## src/rtl/usr_ctrl.sv

```systemverilog
// Command sequencer for a 4-bit universal shift register: 2-entry command FIFO feeding an IDLE/RUN issuer.
// Optional USR_CTRL_ABORT_EN adds an abort input that flushes the queue and returns to IDLE.
module usr_ctrl (
    input  logic       clk,
    input  logic       clear,
    input  logic       cmd_valid,
    output logic       cmd_ready,
    input  logic [2:0] cmd_op,
    input  logic [3:0] cmd_cnt,
    input  logic [3:0] cmd_data,
`ifdef USR_CTRL_ABORT_EN
    input  logic       abort,
`endif
    output logic [2:0] S,
    output logic [3:0] I,
    output logic       busy,
    output logic       done,
    output logic [7:0] done_cnt
);

    localparam logic [0:0] ST_IDLE = 1'b0;
    localparam logic [0:0] ST_RUN  = 1'b1;

    logic [0:0] r_state;
    logic [2:0] r_q_op   [2];
    logic [3:0] r_q_cnt  [2];
    logic [3:0] r_q_data [2];
    logic       r_wr_ptr;
    logic       r_rd_ptr;
    logic [1:0] r_count;
    logic [4:0] r_remaining;
    logic [2:0] r_s;
    logic [3:0] r_i;
    logic       r_done;
    logic [7:0] r_done_cnt;

    logic       w_abort;
    logic       w_ready;
    logic       w_push;
    logic       w_pop;
    logic       w_last;
    logic [4:0] w_head_cnt;

`ifdef USR_CTRL_ABORT_EN
    assign w_abort = abort;
`else
    assign w_abort = 1'b0;
`endif

    // Ready comes only from the registered occupancy, never from cmd_valid.
    assign w_ready    = (r_count != 2'd2);
    assign w_push     = cmd_valid & w_ready & ~w_abort;
    assign w_last     = (r_state == ST_RUN) && (r_remaining == 5'd1);
    assign w_pop      = ~w_abort && (r_count != 2'd0) && ((r_state == ST_IDLE) || w_last);
    assign w_head_cnt = (r_q_cnt[r_rd_ptr] == 4'd0) ? 5'd16 : {1'b0, r_q_cnt[r_rd_ptr]};

    always_ff @(posedge clk) begin
        if (w_push) begin
            r_q_op[r_wr_ptr]   <= cmd_op;
            r_q_cnt[r_wr_ptr]  <= cmd_cnt;
            r_q_data[r_wr_ptr] <= cmd_data;
        end
    end

    always_ff @(posedge clk or negedge clear) begin
        if (!clear) begin
            r_state     <= ST_IDLE;
            r_wr_ptr    <= 1'b0;
            r_rd_ptr    <= 1'b0;
            r_count     <= 2'd0;
            r_remaining <= 5'd0;
            r_s         <= 3'b000;
            r_i         <= 4'b0000;
            r_done      <= 1'b0;
            r_done_cnt  <= 8'd0;
        end else begin
            r_done <= 1'b0;
            if (w_abort) begin
                // Abort drops everything in flight and suppresses the completion pulse.
                r_state     <= ST_IDLE;
                r_wr_ptr    <= 1'b0;
                r_rd_ptr    <= 1'b0;
                r_count     <= 2'd0;
                r_remaining <= 5'd0;
                r_s         <= 3'b000;
            end else begin
                if (w_push) r_wr_ptr <= ~r_wr_ptr;
                if (w_pop)  r_rd_ptr <= ~r_rd_ptr;
                case ({w_push, w_pop})
                    2'b10:   r_count <= r_count + 2'd1;
                    2'b01:   r_count <= r_count - 2'd1;
                    default: r_count <= r_count;
                endcase

                if (w_last) begin
                    r_done     <= 1'b1;
                    r_done_cnt <= r_done_cnt + 8'd1;
                end

                // A queued command starts on the same edge the previous one ends.
                if (w_pop) begin
                    r_state     <= ST_RUN;
                    r_s         <= r_q_op[r_rd_ptr];
                    r_i         <= r_q_data[r_rd_ptr];
                    r_remaining <= w_head_cnt;
                end else if (w_last) begin
                    r_state     <= ST_IDLE;
                    r_s         <= 3'b000;
                    r_remaining <= 5'd0;
                end else if (r_state == ST_RUN) begin
                    r_remaining <= r_remaining - 5'd1;
                end
            end
        end
    end

    assign cmd_ready = w_ready;
    assign S         = r_s;
    assign I         = r_i;
    assign busy      = (r_state == ST_RUN);
    assign done      = r_done;
    assign done_cnt  = r_done_cnt;

endmodule

```

## config.mk

```make
export PLATFORM = sky130hd
export DESIGN_NAME = usr_ctrl
export DESIGN_NICKNAME = d
export VERILOG_FILES = /design/src/rtl/usr_ctrl.sv
export SDC_FILE = /design/constraint.sdc
export NUM_CORES = 1
export LEC_CHECK = 0
export BUFFER_PORTS_ARGS = -buffer_cell sky130_fd_sc_hd__clkbuf_2
export CAP_MARGIN = 20
export CORE_UTILIZATION = 35
export DETAILED_ROUTE_END_ITERATION = 8
export PLACE_DENSITY = 0.57
export SETUP_SLACK_MARGIN = 0.1
export SLEW_MARGIN = 15
export SYNTH_ARGS = -nofsm -noshare
export SYNTH_HDL_FRONTEND = slang
export SYNTH_SLANG_ARGS = --single-unit
```

## constraint.sdc

```tcl
create_clock -name clk -period 4.7 [get_ports clk]
set_clock_uncertainty 0.1 [all_clocks]
set_input_delay 0.235 -clock clk [delete_from_list [all_inputs] [get_ports clk]]
set_output_delay 0.235 -clock clk [all_outputs]
set_load 0.03 [all_outputs]
```

* Word level (Yosys, flattened, before mapping)
Memories as Yosys holds them, arrays and structs flattened. A register that Yosys moved wholly into a read port is not among the register bits.
Cells that the tools add are included.
** Cells by class
- Add/sub/neg operators :: 4
- Eq/ne operators :: 4
- Multiplexer cells :: 12
- Bitwise logic cells :: 4
- Reduce and logical (&&, ||, !) cells :: 9
** Operator list (count)
- 5-bit 2-to-1 mux :: 4
- 8-bit by 1-bit adder with 8-bit output, second input constant :: 1
- 3-bit 2-to-1 mux :: 2
- 2-bit nonzero test :: 3
- 5-bit by 1-bit equality test with 1-bit output, second input constant :: 1
- 1-bit 2-to-1 mux :: 5
- 5-bit by 1-bit subtractor with 5-bit output, second input constant :: 1
- 4-bit zero test :: 1
- 2-bit case mux with 2 select lines :: 1
- 1-bit inverter :: 3
- 3-bit nonzero test :: 1
- 2-bit by 1-bit adder with 2-bit output, second input constant :: 1
- 2-bit by 1-bit equality test with 1-bit output, second input constant :: 1
- 2-bit equality test, second input constant :: 1
- 1-bit logical AND :: 2
- 2-bit != test, second input constant :: 1
- 2-bit by 1-bit subtractor with 2-bit output, second input constant :: 1
- 1-bit bitwise AND :: 1
- 1-bit zero test :: 1
- 1-bit logical OR :: 1
** Storage, ports and cells
- Register bits :: 22
- RAM bits :: 22
- Input port bits :: 14
- Output and inout bits :: 18
- Logic and storage cells :: 44
- Memories :: 3
** Memories
- r_q_cnt :: words 2, bits a word 4, rd ports 1, clocked after memory_dff 0, write ports 1, line 26 : logic [3:0] r_q_cnt [2];
- r_q_data :: words 2, bits a word 4, rd ports 1, clocked after memory_dff 1, write ports 1, line 27 : logic [3:0] r_q_data [2];
- r_q_op :: words 2, bits a word 3, rd ports 1, clocked after memory_dff 0, write ports 1, line 25 : logic [2:0] r_q_op [2];

* Longest topological paths before layout
- Depth after elaboration :: 6
- Depth in mapped cells :: 10

* Worst setup path after synthesis
OpenSTA, ideal clock, no wires.
- Path type :: register to register
- Start :: register r_remaining[1]
- End :: register r_count[1]
- Library setup time :: 79 ps
- Arrival :: 2038 ps
- Required time :: 4521 ps
- Slack :: 2483 ps
- Stages on the path, launching flop included :: 10
- Path buffers :: 1
- Period minus slack after synthesis :: 2217 ps
- Path through :: dfrtp_1 > inv_1 > ha_1 > or4b_4 > a21o_1 > buf_6 > inv_8 > ha_1 > nor2_1 > xor2_1
** Between the ends
- Longest elaborated chain between the ends :: 6
- Elaborated cells on any way between the ends :: 8
- Those cells by class :: 3 x eq/ne; 1 x mux; 4 x reduce/logical
** Ends and longest elaborated chain
- start: declaration :: line 31 : logic [4:0] r_remaining;
- start signal: assignment :: line 105 : r_remaining <= w_head_cnt;
- start signal: assignment :: line 111 : r_remaining <= r_remaining - 5'd1;
- 5-bit by 1-bit equality test with 1-bit output * :: line 53 : assign w_last = (r_state == ST_RUN) && (r_remaining == 5'd1);
- 1-bit logical AND * :: line 53
- 1-bit logical OR * :: line 54 : assign w_pop = ~w_abort && (r_count != 2'd0) && ((r_state == ST_IDLE) || w_last);
- 1-bit logical AND * :: line 54
- via w_pop :: line 40 : logic w_pop;
- 2-bit by 1-bit equality test with 1-bit output / 2-bit equality test (equally long branches) :: line 89 : case ({w_push, w_pop})
- 2-bit case mux with 2 select lines / 2-bit nonzero test (equally long branches)
- end signal: assignment :: line 90 : 2'b10: r_count <= r_count + 2'd1;
- end signal: assignment :: line 91 : 2'b01: r_count <= r_count - 2'd1;
- end signal: assignment :: line 92 : default: r_count <= r_count;
- end: declaration :: line 30 : logic [1:0] r_count;
The timed path passes the listed nets; every way through them passes the cells marked *.
A chain may end at the register's enable or synchronous reset.

* Worst setup path after layout
Ends and elaborated chain as after synthesis.

==> metrics.cfg <==
[power]
clkPwrFrac_pct=20.1
ir_worst_vdd_uv=309
cellLeakagePower_nw=1.04
p_sw_mw=0.562
power.density_nw_per_um2=651
p_int_mw=0.996
combinationalPowerShare_pct=34.2
p_sw_share_pct=36.1
power_frac_seq_pct=45.8

[die]
die_w_um=78.0
core-area_um2=5540
dieArea_um2=6090
start_util_pct=36.5
rows=27
io_pins=32
dieHeight_um=78.0

[yosys]
ys.flop_type=dfrtp_1
yosysTopAreaCell=edfxtp_1
syn_area_um2=2020
synth_edf_count=22
netlist_top_cells_area=edfxtp_1 (33%), dfrtp_1 (32%), mux2i_1 (3.5%)
synth_commonest_cells=dfrtp_1 (26), edfxtp_1 (22), nand2_1 (11), mux2i_1 (7)
yosysSeqAreaShare_pct=64.8
ys_async_sr_fraction_pct=54.2
netlist_instances=142
yosysWarnings=0
postSynthRegisterBits=48
syn_area_per_cell_um2=14.2
synth_nets=160
synth_most_common_cell=dfrtp_1
netlist.area_leader.share_pct=32.7
synth.distinct_cells=35

[global_routing]
grt-ovfl-total=0
antenna_found_initial=0
grt_pass1_wl_um=5530
grt_usage_pct=12.1
grt_max_degree=27
grt_pass1_vias=1192

[cts]
clkLatencyLatePin_ps=300
tritoncts=yes
cts_inserted_buffers=5
clock_sink_count=48
path_clk_slew_ps=90
clk_path_buf_depth=2
root_buffer=clkbuf_8
htreeDepth=2
cts_resized=0

[sta]
final.period_utilization_pct=52.6
slew-limit-headroom_pct=33.8
rsz0062_at_grt=no
fin_ws_ps=2230
fmax_ghz=0.405
slew_violations=0
tightestPinTransition_ps=989
setup_viol=0
finalSetupTns_ps=0
period_minus_slack_ps=2470
hold_viol_final=0

[placement]
io_buffers=31
place_ws_ps=2260
hpwl_um=2340
gp_congestion=0.821

[drt]
drt_iter0_markers=38
routed_via_density=4.83
vias=1217
wirelength_um=3310
highest_layer=met4
met3_length_um=155
wire_per_inst_um=13.1
drc=0
ant_nets=0
wl_met2_um=1670
drtPass1Iterations=4
wl_met1_um=1430

[status]
outcome=completed

[finish]
syn_to_final_growth_pct=18.4
fillers=525
multiInputGateArea_um2=653
nets=197
n_antenna_cell=0
seq_area_um2=1310
drive_gt1_share_pct=29.4

[critical_path]
cp.required_ps=4830
cp-start-kind=flop
cp-end-kind=flop
crit_fanout=10
crit_type=reg2reg
cp.arrival_ps=2600

[worst_hold_path]
hold_class=in2reg

[flow_run]
drv_cap=0

==> per-stage QoR <==
step	util, %	power (mW)	hold WS [ps]	area [µm²]	cells
global route	43.2	1.66	1.00	2390	252
floorplan	-	1.12	-161	2020	142
CTS	42.9	1.57	9.10	2370	250
global placement	40.5	1.24	176	2240	241
detailed placement	40.5	1.26	193	2240	241
finish	43.2	1.56	14.2	2390	252
==> flip-flops by register name (all words and copies together), names as in the netlist, 2 cells and up <==
register     flops
S                3
r_remaining      5
r_q_cnt          8
r_q_data         8
done_cnt         8
I                4
r_count          2
r_q_op           6
==> cell usage in the layout (no fill, tap or decap), drive strengths merged, types with 2 or more instances in the layout <==
cell         synthesis  routed
nand2b               2       2
o221ai               3       3
or4b                 2       2
edfxtp              22      22
ha                   4       4
mux2i                7       7
dlygate4sd3          0       3
o211ai               2       2
nor3                 4       4
dfrtp               26      26
inv                  7       7
nand4                2       2
xnor2                6       6
nand2               11      11
o22ai                3       3
xor2                 6       6
nor4                 3       3
nor2                 6       6
mux2                10      10
clkbuf               1      37
==> cells by family (layout without fill, tap and decap cells) <==
kind of cell,count (synthesis),after routing,synth area share (%)
mux,17,17,9.77
fa+ha+maj,4,4,2.47
xor+xnor,12,12,5.19
compound gates,14,14,5.07
simple gates,36,36,9.77
buf+inv,11,49,2.91
flops,48,48,64.8
==> routing by layer <==
metal,vias up,track usage (%)
met3,8,3.95
met4,0,5.93
met1,586,13.8
met2,32,20.4
li1,591,-
met5,-,0
==> worst max-delay path, stage by stage (launching register included) <==
cell and delay [ps]:
dfrtp_1 420, inv_1 90, ha_1 240, or4b_4 510, a21o_1 360, inv_8 130, ha_1 260, nor2_1 140
xor2_1 150
==> area by class of cell <==
type	instances	area share, %
Clock buffer	6	3.45
Clock inverter	2	1.62
Inverter	7	1.41
Multi-Input combinational cell	83	27.3
Sequential cell	48	54.8
Tap cell	72	3.76
Timing Repair Buffer	34	7.73
==> what timing repair did <==
item,4_1_cts,5_1_grt
hold buffers,1,2
setup buffers,0,0
hold endpoints to repair,26,3
setup endpoints to repair,0,0
==> worst paths after layout <==
| path | slack [ps] | startpoint | to | cells after the start |
|---|---|---|---|---|
| worst max-delay path | 2230 | r_remaining[1]$_DFFE_PN0P_ | r_count[1]$_DFFE_PN0P_ | 8 |
| worst min-delay path | 10 | cmd_cnt[0] | r_q_cnt[0][0]$_DFFE_PP_ | 1 |
| worst max register to register | 2230 | r_remaining[1]$_DFFE_PN0P_ | r_count[1]$_DFFE_PN0P_ | 8 |
| worst min register to register | 370 | done_cnt[7]$_DFFE_PN0P_ | done_cnt[7]$_DFFE_PN0P_ | 1 |
| max in group asynchronous | 3720 | clear | r_rd_ptr$_DFFE_PN0N_ | 2 |
| min in group asynchronous | 370 | clear | done_cnt[0]$_DFFE_PN0P_ | 2 |
==> power groups by stage <==
stage	Combinational (mW)	Sequential [mW]	Clock, mW
after floorplan	0.355	0.767	0
after global placement	0.524	0.713	0
after detailed placement	0.536	0.721	0
after CTS	0.538	0.713	0.319
after global routing	0.583	0.732	0.342
final	0.532	0.713	0.313
Power figures use the tool's default switching activity.
